[config.mk]
export PLATFORM = sky130hd
export DESIGN_NAME = mem_refill_arbiter
export DESIGN_NICKNAME = d
export VERILOG_FILES = /design/src/rtl/mem_refill_arbiter.sv
export SDC_FILE = /design/constraint.sdc
export NUM_CORES = 1
export LEC_CHECK = 0
export BUFFER_PORTS_ARGS = -buffer_cell sky130_fd_sc_hd__buf_2
export CAP_MARGIN = 20
export CORE_AREA = 2 2 139 141
export CTS_BUF_LIST = sky130_fd_sc_hd__clkbuf_2 sky130_fd_sc_hd__clkbuf_4 sky130_fd_sc_hd__clkbuf_8
export CTS_CLUSTER_SIZE = 24
export DETAILED_ROUTE_END_ITERATION = 6
export DIE_AREA = 0 0 141 143
export GPL_ROUTABILITY_DRIVEN = 0
export GPL_TIMING_DRIVEN = 0
export SYNTH_ARGS = -nofsm -noshare
export SYNTH_HDL_FRONTEND = slang
export SYNTH_SLANG_ARGS = --single-unit
[constraint.sdc]
create_clock -name clk -period 5.03 [get_ports clk]
set_clock_uncertainty 0.05 [all_clocks]
set_input_delay 0.2515 -clock clk [delete_from_list [all_inputs] [get_ports clk]]
set_output_delay 0.2515 -clock clk [all_outputs]
set_load 0.01 [all_outputs]
[src/rtl/mem_refill_arbiter.sv]
`default_nettype none
// +--------------------------------------------------------------------------+
// | mem_refill_arbiter                                                        |
// | Round-robin line-transfer sequencer between icache, dcache and memory.    |
// | Revision: 1.0                                                             |
// +--------------------------------------------------------------------------+
module mem_refill_arbiter #(
  parameter int MEM_LATENCY = 10,
  parameter int LINE_WIDTH  = 64,
  parameter int ADDR_WIDTH  = 32
) (
  input  logic                  clk,
  input  logic                  rst_n,
  input  logic                  ic_req,
  input  logic [ADDR_WIDTH-1:0] ic_addr,
  output logic                  ic_done,
  input  logic                  dc_req,
  input  logic                  dc_we,
  input  logic [ADDR_WIDTH-1:0] dc_addr,
  input  logic [LINE_WIDTH-1:0] dc_wdata,
  output logic                  dc_done,
  output logic [LINE_WIDTH-1:0] line_out,
  output logic                  busy,
  output logic                  mem_en,
  output logic                  mem_we,
  output logic [ADDR_WIDTH-1:0] mem_addr,
  output logic [LINE_WIDTH-1:0] mem_wdata,
  input  logic [LINE_WIDTH-1:0] mem_rdata
);

  localparam int              C_CW   = $clog2(MEM_LATENCY) + 1;
  localparam logic [C_CW-1:0] C_LAST = C_CW'(MEM_LATENCY - 1);

  typedef enum logic [1:0] {
    ST_IDLE = 2'd0,
    ST_BUSY = 2'd1,
    ST_DONE = 2'd2
  } state_t;

  state_t                r_state;
  state_t                w_state_nxt;
  logic [C_CW-1:0]       r_cnt;
  logic                  r_last_dc;   // port granted most recently; also the port being served
  logic                  r_stale;
  logic                  r_we;
  logic [ADDR_WIDTH-1:0] r_addr;
  logic [LINE_WIDTH-1:0] r_wdata;
  logic [LINE_WIDTH-1:0] r_line;
  logic                  w_ic_vld;
  logic                  w_dc_vld;
  logic                  w_grant;
  logic                  w_grant_dc;
  logic                  w_last;
  logic [ADDR_WIDTH-1:0] w_sel_addr;

  // The cache just served still shows req for one cycle after its done pulse.
  assign w_ic_vld   = ic_req & ~(r_stale & ~r_last_dc);
  assign w_dc_vld   = dc_req & ~(r_stale & r_last_dc);
  assign w_last     = (r_cnt == C_LAST);
  assign w_sel_addr = w_grant_dc ? dc_addr : ic_addr;

  always_comb begin
    w_state_nxt = r_state;
    w_grant     = 1'b0;
    w_grant_dc  = 1'b0;
    case (r_state)
      ST_IDLE: begin
        if (w_ic_vld || w_dc_vld) begin
          w_grant     = 1'b1;
          w_grant_dc  = w_dc_vld & (~w_ic_vld | ~r_last_dc);
          w_state_nxt = ST_BUSY;
        end
      end
      ST_BUSY: begin
        if (w_last) begin
          w_state_nxt = ST_DONE;
        end
      end
      ST_DONE: w_state_nxt = ST_IDLE;
      default: w_state_nxt = ST_IDLE;
    endcase
  end

  always_ff @(posedge clk) begin
    if (!rst_n) begin
      r_state <= ST_IDLE;
    end else begin
      r_state <= w_state_nxt;
    end
  end

  always_ff @(posedge clk) begin
    if (!rst_n) begin
      r_cnt     <= '0;
      r_last_dc <= 1'b1;
      r_stale   <= 1'b0;
      r_we      <= 1'b0;
      r_addr    <= '0;
      r_wdata   <= '0;
      r_line    <= '0;
    end else begin
      r_stale <= (r_state == ST_DONE);
      if (w_grant) begin
        r_cnt     <= '0;
        r_last_dc <= w_grant_dc;
        r_we      <= w_grant_dc & dc_we;
        r_addr    <= {w_sel_addr[ADDR_WIDTH-1:3], 3'b000};
        r_wdata   <= w_grant_dc ? dc_wdata : '0;
      end else if (r_state == ST_BUSY) begin
        r_cnt <= r_cnt + 1'b1;
        if (w_last && !r_we) begin
          r_line <= mem_rdata;
        end
      end
    end
  end

  assign busy      = (r_state != ST_IDLE);
  assign mem_en    = (r_state == ST_BUSY);
  assign mem_we    = mem_en & r_we;
  assign mem_addr  = r_addr;
  assign mem_wdata = r_wdata;
  assign line_out  = r_line;
  assign ic_done   = (r_state == ST_DONE) & ~r_last_dc;
  assign dc_done   = (r_state == ST_DONE) & r_last_dc;

endmodule
`default_nettype wire

==> metrics.log <==
INFO  metric io-pin-count = 362
INFO  metric drt_pre_antenna_iters = 4
INFO  metric post-dp-hpwl = 16400 um
INFO  metric synth-seq-area-share = 52.2%
INFO  metric grt.busiest_layer = met2
INFO  metric post_synth_num_cell_types = 38
INFO  metric fin_crit_sh = 45.3%
INFO  metric power.static_leakage = 4.78 nW
INFO  metric cts_inserted_buffers = 17
INFO  metric area_delta_synth_final = 64.6%
INFO  metric yosys_synthesis_warning_count = 0
INFO  metric start_util = 34.5%
INFO  metric crit_slowest_cell = sky130_fd_sc_hd__dlygate4sd3_1
INFO  metric clock-sinks = 167
INFO  metric core = 0.0186 mm2
INFO  metric power.ir.vdd_worst = 149 uV
INFO  metric die_h = 143 um
INFO  metric synth_enable_flop_cells = 0
INFO  metric maximum_buffer_depth_of_the_clock_tree = 2
INFO  metric post_cts.resized_instances = 0
INFO  metric io_buffers = 352
INFO  metric synth_most_common_cell = sky130_fd_sc_hd__nand2_1
INFO  metric tightestPinTransition = 0.722 ns
INFO  metric synth.area.top_cells = sky130_fd_sc_hd__dfxtp_1, sky130_fd_sc_hd__nand2_1, sky130_fd_sc_hd__a21oi_1
INFO  metric min_path_type = in -> reg
INFO  metric grt_setup_unrepaired = false
INFO  metric share_clk_of_total_power = 34.6%
INFO  metric ys_top_cells_by_count = sky130_fd_sc_hd__nand2_1, sky130_fd_sc_hd__dfxtp_1, sky130_fd_sc_hd__a21oi_1, sky130_fd_sc_hd__o21ai_0, sky130_fd_sc_hd__buf_2
INFO  metric groute.layer.met3.usage = 6.20%
INFO  metric synth_seq_cells = 167
INFO  metric clock-root-buffer = sky130_fd_sc_hd__clkbuf_8
INFO  metric tritoncts = built
INFO  metric cap_violations = 0
INFO  metric crit_path_cell_trace = or2_1 -> a31o_1 -> buf_6 -> nor2_4 -> buf_2 -> a311oi_1 -> dlygate4sd3_1
INFO  metric p_comb_share = 17.1%
INFO  metric synth-async-reset-ratio = 0%
INFO  metric worstSetupStartpointType = flop
INFO  metric cp_data_arrival_time = 2.57 ns
INFO  metric finalMaxSlewViolations = 0
INFO  metric wire_per_inst = 15.3 um
INFO  metric routed_wirelength = 24000 um
INFO  metric dieArea = 0.0202 mm2
INFO  metric report.final.setup_viol = 0
INFO  metric finalSetupTns = 0 ns
INFO  metric power.density = 275 mW/mm2
INFO  metric syn_inst = 785
INFO  metric timing.hold.ws = 0.0410 ns
INFO  metric global_route_wire_length_before_repair = 37200 um
INFO  metric area_share_of_the_largest_cell_type_after_synthesis = 52.2%
INFO  metric antennaDiodeCount = 0
INFO  metric run_status = complete, no violations
INFO  metric preCtsSetupSlack = 3.06 ns
INFO  metric grt.met2_usage = 41.8%
INFO  metric antenna_found_initial = 0
INFO  metric grt_start_max_net_pins = 17
INFO  metric remaining_drc_errors = 0
INFO  metric worst-endpoint-required = 5.32 ns
INFO  metric nets = 1523
INFO  metric internal_power = 0.00209 W
INFO  metric timing.critical_path.to_type = flop
INFO  metric power.switching_fraction = 27.8%
INFO  metric drive_above_1_share = 32.9%
INFO  metric rows = 50
INFO  metric net-switching-power = 0.000807 W
INFO  metric fraction_of_the_core_area_covered_by_cells_at_the_end_of_the_flow = 56.7%
INFO  metric worst_path_largest_cell_delay = 0.59 ns
INFO  metric globalRouteOverflowTotal = 0
INFO  metric h-tree-depth = 4
INFO  metric synth_top_flop_cell = sky130_fd_sc_hd__dfxtp_1
INFO  metric maxClockFrequency = 439 MHz
INFO  metric number_of_global_route_vias_before_repair = 7540
INFO  metric num_vias = 7566
INFO  metric die_width = 141 um
INFO  metric fillerInstances = 1731
INFO  metric detail_route.iter0.violations = 269
INFO  metric postSynthAreaPerCell = 8.16 um2
INFO  metric synth_area_leader = sky130_fd_sc_hd__dfxtp_1
INFO  metric groute.usage.overall = 23.1%
INFO  metric crit_path_max_fanout = 10
INFO  metric ant_nets = 0
INFO  metric final_hold_viol_count = 0
INFO  metric grt_util_met1 = 25.9%
INFO  metric vias_per_cell = 4.82
INFO  metric post-route-cell-area = 0.0105 mm2
INFO  metric pwr-share-seq = 48.3%
INFO  metric period_needed = 2.28 ns
INFO  metric worst_slack = 2.75 ns
INFO  metric syn_area = 0.00640 mm2
INFO  metric type_of_the_worst_setup_path = reg -> reg
INFO  metric slew-limit-headroom = 51.9%
INFO  metric clk-insertion-delay-late = 0.44 ns
INFO  metric path_clk_slew = 0.10 ns
INFO  metric dpl_cell_area = 0.00847 mm2
## kinds of logic (layout without fill, tap and decap cells)
group	Yosys count	count (layout)	share of synthesized area (%)
AOI/OAI and AO/OA	261	261	23.3
xor gates and xnor gates	4	4	0.547
adders and majority gates	2	2	0.391
buffers and inverters	74	624	6.25
DFF	167	167	52.2
other	1	3	0.0586
and+or+nand+nor	276	276	17.2
## critical path: cells and delay by family (launching register included)
family	cells	cell delay (ns)
AOI/OAI and AO/OA	2	0.38
buffers and inverters	3	0.99
DFF	1	0.35
and+or+nand+nor	2	0.39
## metal layers
| layer | up-vias | part of all wire [%] |
|---|---|---|
| met5 | - | 0 |
| met4 | 0 | 2.8 |
| met3 | 52 | 6.5 |
| met2 | 287 | 50 |
| met1 | 3503 | 40 |
| li1 | 3724 | - |
## final cells by class
cell class | instances | area (um2) | share of cell area, %
repair buffers | 518 | 3420 | 32.5
flip-flops and latches | 167 | 3340 | 31.7
multi-input cells | 546 | 2670 | 25.3
plain buffers | 70 | 385 | 3.66
well taps | 234 | 293 | 2.78
clock buffers | 18 | 248 | 2.35
clock inverters | 14 | 166 | 1.58
inverters | 4 | 15.0 | 0.142
## sequential cells by signal (all words and copies together) (netlist names)
name	cells
r_we	1
mem_wdata	64
r_state	2
r_stale	1
r_cnt	5
r_last_dc	1
line_out	64
mem_addr	29
## layout by cell type, fill, tap and decap left out, types with 3 or more instances in the layout
cell type,synthesis,final
sky130_fd_sc_hd__buf_6,8,8
sky130_fd_sc_hd__o21ai_0,58,58
sky130_fd_sc_hd__o21ai_1,9,9
sky130_fd_sc_hd__nor3b_1,3,3
sky130_fd_sc_hd__dlygate4sd3_1,0,166
sky130_fd_sc_hd__buf_2,29,381
sky130_fd_sc_hd__clkbuf_8,0,18
sky130_fd_sc_hd__buf_4,4,4
sky130_fd_sc_hd__conb_1,1,3
sky130_fd_sc_hd__clkinv_4,0,4
sky130_fd_sc_hd__nor2_1,5,5
sky130_fd_sc_hd__a21oi_1,159,159
sky130_fd_sc_hd__dfxtp_1,167,167
sky130_fd_sc_hd__inv_6,0,3
sky130_fd_sc_hd__a311oi_2,10,10
sky130_fd_sc_hd__xor2_1,3,3
sky130_fd_sc_hd__nand2_1,255,255
sky130_fd_sc_hd__a311oi_1,19,19
sky130_fd_sc_hd__clkbuf_1,27,27
## stage by stage
| stage | total power (W) | cells |
|---|---|---|
| final | 0.00290 | 1571 |
| after floorplan | 0.00162 | 787 |
| after CTS | 0.00293 | 1571 |
| after detailed placement | 0.00181 | 1373 |
| after global placement | 0.00181 | 1373 |
| after global routing | 0.00304 | 1571 |
## worst paths after layout
check	start	end	slack, ns	depth (start not counted)
hold / removal	dc_wdata[36]	mem_wdata[36]$_SDFFE_PN0P_	0.04	3
hold reg to reg	line_out[46]$_SDFFE_PN0P_	line_out[46]$_SDFFE_PN0P_	0.40	2
setup reg to reg	r_state[1]$_SDFFE_PN0P_	mem_addr[16]$_SDFFE_PN0P_	2.75	7
setup / recovery	r_state[1]$_SDFFE_PN0P_	mem_addr[16]$_SDFFE_PN0P_	2.75	7
## power by group through the flow
stage               Clock [W]  Sequential, W  Combinational [W]
finish                0.00100        0.00140           0.000497
detailed placement          0        0.00143           0.000381
global placement            0        0.00143           0.000379
CTS                   0.00104        0.00140           0.000492
floorplan                   0        0.00145           0.000171
global route          0.00109        0.00141           0.000541
## timing repair
action | CTS | global route
setup buffers | 0 | 0
hold buffers | 166 | 0
endpoints found under the hold margin | 147 | 0
No activity file was read; power rests on OpenSTA's default activity.
